File: src/rtl/priority_arbiter_pkg.sv
// Shared types and constants for the priority arbiter and its bus interface.
package priority_arbiter_pkg;

  typedef enum logic {
    IDLE  = 1'b0,
    GRANT = 1'b1
  } state_t;

  localparam logic MODE_FIXED = 1'b0;
  localparam logic MODE_RR    = 1'b1;

endpackage

File: src/rtl/priority_arbiter_if.sv
// Requester-side bus of the priority arbiter, plus the FSM state for observation.
interface priority_arbiter_if
  import priority_arbiter_pkg::*;
#(
  parameter int N = 8
);
  localparam int W = $clog2(N);

  // Handshake: a requester holds req[i] high until it is granted (v=1, y=i) and
  // keeps it high while it uses the resource; it releases by pulsing done or by
  // dropping req[i]. The grant is held, unchanged, until that release is sampled.
  logic [N-1:0] req;
  logic         done;
  logic         rr_en;
  logic [W-1:0] y;
  logic         v;
  logic [N-1:0] gnt;
  state_t       state;

  modport master (output req, done, rr_en, input y, v, gnt, state);
  modport slave  (input req, done, rr_en, output y, v, gnt, state);

endinterface

File: src/rtl/priority_arbiter_pick.sv
// Combinational descending search over req starting at 'start', wrapping N-1 after 0.
module priority_pick #(
  parameter  int N = 8,
  localparam int W = $clog2(N)
) (
  input  logic [N-1:0] req,
  input  logic [W-1:0] start,
  output logic         found,
  output logic [W-1:0] idx
);

  int j;

  // Walk from the farthest candidate to the nearest so the nearest set bit wins.
  always_comb begin
    found = 1'b0;
    idx   = '0;
    j     = 0;
    for (int k = N - 1; k >= 0; k--) begin
      j = int'(start) - k;
      if (j < 0) j = j + N;
      if (req[W'(j)]) begin
        found = 1'b1;
        idx   = W'(j);
      end
    end
  end

endmodule

File: src/rtl/priority_arbiter.sv
// Registered N-way arbiter: fixed or round-robin pick, grant held until release.
module priority_arbiter
  import priority_arbiter_pkg::*;
#(
  parameter int N = 8
) (
  input logic               clk,
  input logic               rst_n,
  priority_arbiter_if.slave bus
);

  localparam int W = $clog2(N);
  localparam logic [N-1:0] ONE = N'(1);

  state_t       state_q, state_d;
  logic [W-1:0] y_q, y_d;
  logic [W-1:0] last_q, last_d;
  logic [N-1:0] gnt_q, gnt_d;
  logic         v_q, v_d;
  logic [W-1:0] start;
  logic         found;
  logic [W-1:0] idx;

  // Round-robin begins one below the last holder; last = 0 makes it start at N-1.
  assign start = (bus.rr_en == MODE_FIXED) ? W'(N - 1)
               : (last_q == '0)            ? W'(N - 1)
               :                             last_q - W'(1);

  priority_pick #(.N(N)) u_pick (
    .req   (bus.req),
    .start (start),
    .found (found),
    .idx   (idx)
  );

  always_comb begin
    state_d = state_q;
    y_d     = y_q;
    v_d     = v_q;
    gnt_d   = gnt_q;
    last_d  = last_q;
    case (state_q)
      IDLE: begin
        if (found) begin
          state_d = GRANT;
          y_d     = idx;
          v_d     = 1'b1;
          gnt_d   = ONE << idx;
        end
      end
      GRANT: begin
        if (bus.done || !bus.req[y_q]) begin
          state_d = IDLE;
          y_d     = '0;
          v_d     = 1'b0;
          gnt_d   = '0;
          last_d  = y_q;
        end
      end
      default: state_d = IDLE;
    endcase
  end

  always_ff @(posedge clk or negedge rst_n) begin
    if (!rst_n) begin
      state_q <= IDLE;
      y_q     <= '0;
      v_q     <= 1'b0;
      gnt_q   <= '0;
      last_q  <= '0;
    end else begin
      state_q <= state_d;
      y_q     <= y_d;
      v_q     <= v_d;
      gnt_q   <= gnt_d;
      last_q  <= last_d;
    end
  end

  assign bus.y     = y_q;
  assign bus.v     = v_q;
  assign bus.gnt   = gnt_q;
  assign bus.state = state_q;

endmodule

File: src/flat_wrapper.sv
// flat-port wrapper written by rule: the top's interface ports become plain ports
module priority_arbiter_flat import priority_arbiter_pkg::*;
#(
  parameter int N = 8
)
  (clk, rst_n, bus_req, bus_done, bus_rr_en, bus_y, bus_v, bus_gnt, bus_state);
  priority_arbiter_if #(.N(N)) bus_i ();
  input logic clk;
  input logic rst_n;
  input wire logic [$bits(bus_i.req)-1:0] bus_req;
  input wire logic [$bits(bus_i.done)-1:0] bus_done;
  input wire logic [$bits(bus_i.rr_en)-1:0] bus_rr_en;
  output wire logic [$bits(bus_i.y)-1:0] bus_y;
  output wire logic [$bits(bus_i.v)-1:0] bus_v;
  output wire logic [$bits(bus_i.gnt)-1:0] bus_gnt;
  output wire logic [$bits(bus_i.state)-1:0] bus_state;
  assign bus_i.req = bus_req;
  assign bus_i.done = bus_done;
  assign bus_i.rr_en = bus_rr_en;
  assign bus_y = bus_i.y;
  assign bus_v = bus_i.v;
  assign bus_gnt = bus_i.gnt;
  assign bus_state = bus_i.state;
  priority_arbiter #(.N(N)) u_core (.clk(clk), .rst_n(rst_n), .bus(bus_i));
endmodule
File: config.mk
export PLATFORM = sky130hd
export DESIGN_NAME = priority_arbiter_flat
export DESIGN_NICKNAME = d
export VERILOG_FILES = /design/src/rtl/priority_arbiter_pkg.sv /design/src/rtl/priority_arbiter_if.sv /design/src/rtl/priority_arbiter_pick.sv /design/src/rtl/priority_arbiter.sv /design/src/flat_wrapper.sv
export SDC_FILE = /design/constraint.sdc
export NUM_CORES = 1
export LEC_CHECK = 0
export BUFFER_PORTS_ARGS = -buffer_cell sky130_fd_sc_hd__buf_2
export CORE_MARGIN = 2
export CORE_UTILIZATION = 25
export DETAILED_ROUTE_END_ITERATION = 10
export GPL_ROUTABILITY_DRIVEN = 0
export PLACE_DENSITY = 0.52
export SLEW_MARGIN = 0
export SYNTH_ARGS = -nofsm -noshare
export SYNTH_HDL_FRONTEND = slang
export SYNTH_HIERARCHICAL = 1
export SYNTH_SLANG_ARGS = --single-unit
File: constraint.sdc
create_clock -name clk -period 9.45 [get_ports clk]
set_clock_uncertainty 0.1 [all_clocks]
set_input_delay 0.945 -clock clk [delete_from_list [all_inputs] [get_ports clk]]
set_output_delay 0.945 -clock clk [all_outputs]
set_load 0.1 [all_outputs]
==> flow_summary.yaml <==
status:
  outcome: "completed"
setup_path:
  path_max_fanout: 18
  arrival_ns: 4.43
  critPathRequiredTime_ns: 9.54
  r2r_slack_ns: 5.25
  cp-end-kind: "register"
  critical_path.startpoint: "bus_rr_en"
  r2r_end: "u_core/bus.gnt[3]"
  worstReg2RegStart: "u_core/last_q[0]"
  cp-endpoint: "u_core/bus.gnt[3]"
  rr_worst_depth: 16
  start_kind: "primary input"
  worstSetupPathType: "primary input to register"
timing:
  period_needed_ns: 4.34
  setup_viol: 0
  hold_viol: 0
  fin_crit_sh_pct: 46.0
  tightest_slew_ns: 0.666
  slew_headroom_pct: 55.5
  drv_slew: 0
  final.setup.tns_ns: 0
  rsz0062_at_grt: "no"
  fmax_mhz: 230
floorplan:
  dieHeight_um: 83.1
  io_pins: 25
  start_util_pct: 26.1
  die-area_mm2: 0.00691
  core_region_area_mm2: 0.00599
  die_w_um: 83.1
  row_count: 28
detailed_routing:
  maxUsedRoutingLayer: "met4"
  wl_met1_um: 1790
  wl_met2_um: 1830
  drt_iter0_drc: 134
  route.vias.total: 1383
  antenna_violating_nets_post_route: 0
  routed_via_density: 5.28
  dr_wl_met3_um: 129
  drc_errors: 0
  wl_per_cell_um: 14.6
  wirelength_um: 3810
  drt_first_pass_iters: 4
logic_synthesis:
  postSynthAreaPerCell_um2: 9.37
  synth_cell_types: 47
  yosys.area.top_type: "dfrtp_1"
  synth.net_count: 183
  synth_warnings: 6
  ys_ff_latch: 16
  synth.top_cells.by_area: "dfrtp_1 (26%), mux4_1 (10%), mux2i_1 (6.4%)"
  async_flop_share_pct: 100
  synth_edf_count: 0
  synth_ff_type: "dfrtp_1"
  synth_area_mm2: 0.00157
  synth_top_cell_area_share_pct: 25.6
  yosysSeqAreaShare_pct: 25.6
  synthCells: 167
cts:
  cts.sink_count: 16
  cts_buffers: 3
  clkTransAtPathRegs_ns: 0.06
  clock_path_buffers: 2
  h-tree-depth: 1
  cts_resized: 0
  clockRootBuffer: "clkbuf_8"
  cts_tree: "built"
  hold_buffers: 0
  cts_setup_buffers: 0
  clk_latency_ns: 0.25
cells_and_area:
  antenna_cells: 0
  multi_input_area_mm2: 0.00105
  area_growth_pct: 13.5
  fillers: 631
  fin_area_mm2: 0.00178
  stdcell_count: 262
  regArea_um2: 400
  nNetsFinal: 204
  drive_above_1_share_pct: 21.4
min_path:
  hold_class: "register to register"
global_routing:
  antenna_found_initial: 0
  grt_usage_pct: 11.3
  gr-total-overflow: 0
  grt_max_degree: 19
  grt_pass1_vias: 1378
  grt_first_pass_wirelength_um: 6630
place:
  port_buffers: 24
  post-place-cells: 258
  hpwl_um: 2860
  place_area_mm2: 0.00172
job:
  maxCapViolCount: 0
-- cell families (layout without fill, tap and decap cells) --
group,Yosys count,count (layout),share of synthesized area (%)
AOI/OAI and AO/OA,42,42,18.5
xor gates and xnor gates,3,3,1.68
adders and majority gates,4,4,3.20
buffers and inverters,24,44,7.51
DFF,16,16,25.6
muxes,26,26,27.4
and+or+nand+nor,52,52,16.1
-- worst min path at each step --
stage	endpoint	from	slack, ns	cells after the start
global route	u_core/last_q[1]	u_core/last_q[1]	0.43	1
global placement	u_core/bus.v	u_core/bus.v	0.38	2
floorplan	u_core/last_q[1]	u_core/last_q[1]	0.38	1
CTS	u_core/bus.v	u_core/bus.v	0.41	2
detailed placement	u_core/bus.v	u_core/bus.v	0.39	2
finish	u_core/bus.v	u_core/bus.v	0.41	2
-- state kept, by name, summed over array words and instances, names as in the netlist --
signal            count
u_core/bus.gnt        8
u_core/last_q         3
u_core/bus.v          1
u_core/bus.y          3
u_core/bus.state      1
-- cells in the final DEF (no fill, tap or decap), types with 2 or more instances in the layout --
master	n
buf_2	24
dfrtp_1	16
inv_1	15
nor2_1	15
nand2_1	12
mux2i_1	10
nand3_1	8
a21oi_1	7
o21ai_0	7
mux4_1	6
nor2b_1	5
o22ai_1	5
clkbuf_8	4
a22oi_1	4
ha_1	4
mux4_2	4
o21a_1	3
mux2_4	3
nor3_1	3
a221o_1	2
nand2b_1	2
o31ai_1	2
o32ai_1	2
xnor2_1	2
mux2_2	2
-- through the flow --
| stage | hold slack [ns] | util, % | setup WS [ns] |
|---|---|---|---|
| finish | 0.408 | 29.7 | 5.11 |
| global route | 0.435 | 29.7 | 4.77 |
| CTS | 0.415 | 29.7 | 5.12 |
| detailed placement | 0.392 | 28.7 | 4.87 |
| global placement | 0.381 | 28.7 | 4.91 |
| floorplan | 0.382 | - | 5.34 |
-- cells in the mapped netlist (2+ instances only) --
library cell	number
nand3_1	8
a22oi_1	4
nand2_1	12
mux2i_1	10
xnor2_1	2
dfrtp_1	16
o21ai_0	7
a21oi_1	7
nor2_1	15
inv_1	15
nor2b_1	5
ha_1	4
a221o_1	2
o31ai_1	2
o21a_1	3
mux4_1	6
nor3_1	3
nand2b_1	2
mux2_4	3
o22ai_1	5
mux4_2	4
buf_6	3
mux2_2	2
o32ai_1	2
clkbuf_1	3
-- routing by layer --
| metal | vias to the layer above | track usage (%) |
|---|---|---|
| met5 | - | 0 |
| met4 | 0 | 4.47 |
| met3 | 6 | 0.994 |
| met2 | 38 | 18.4 |
| met1 | 669 | 15.4 |
| li1 | 670 | - |
-- final cells by class --
type	count	share of cell area [%]
inverters	16	3.38
repair buffers	24	6.76
well taps	75	5.28
flip-flops and latches	16	22.5
clock buffers	4	3.10
multi-input cells	127	58.9
-- worst max-delay path, stage by stage --
cell	delay, ns
buf_2	0.10
nor2b_1	0.13
nand2_1	0.50
inv_1	0.22
ha_1	0.47
mux4_2	0.43
mux2_4	0.30
or3b_1	0.38
a31o_1	0.23
a21oi_2	0.30
nand2_1	0.12
nor3_1	0.15
a21oi_1	0.06
nor2_1	0.10
Power is not shown: default switching activity piles up to over one toggle a cycle in this logic, so the estimate is an artifact.
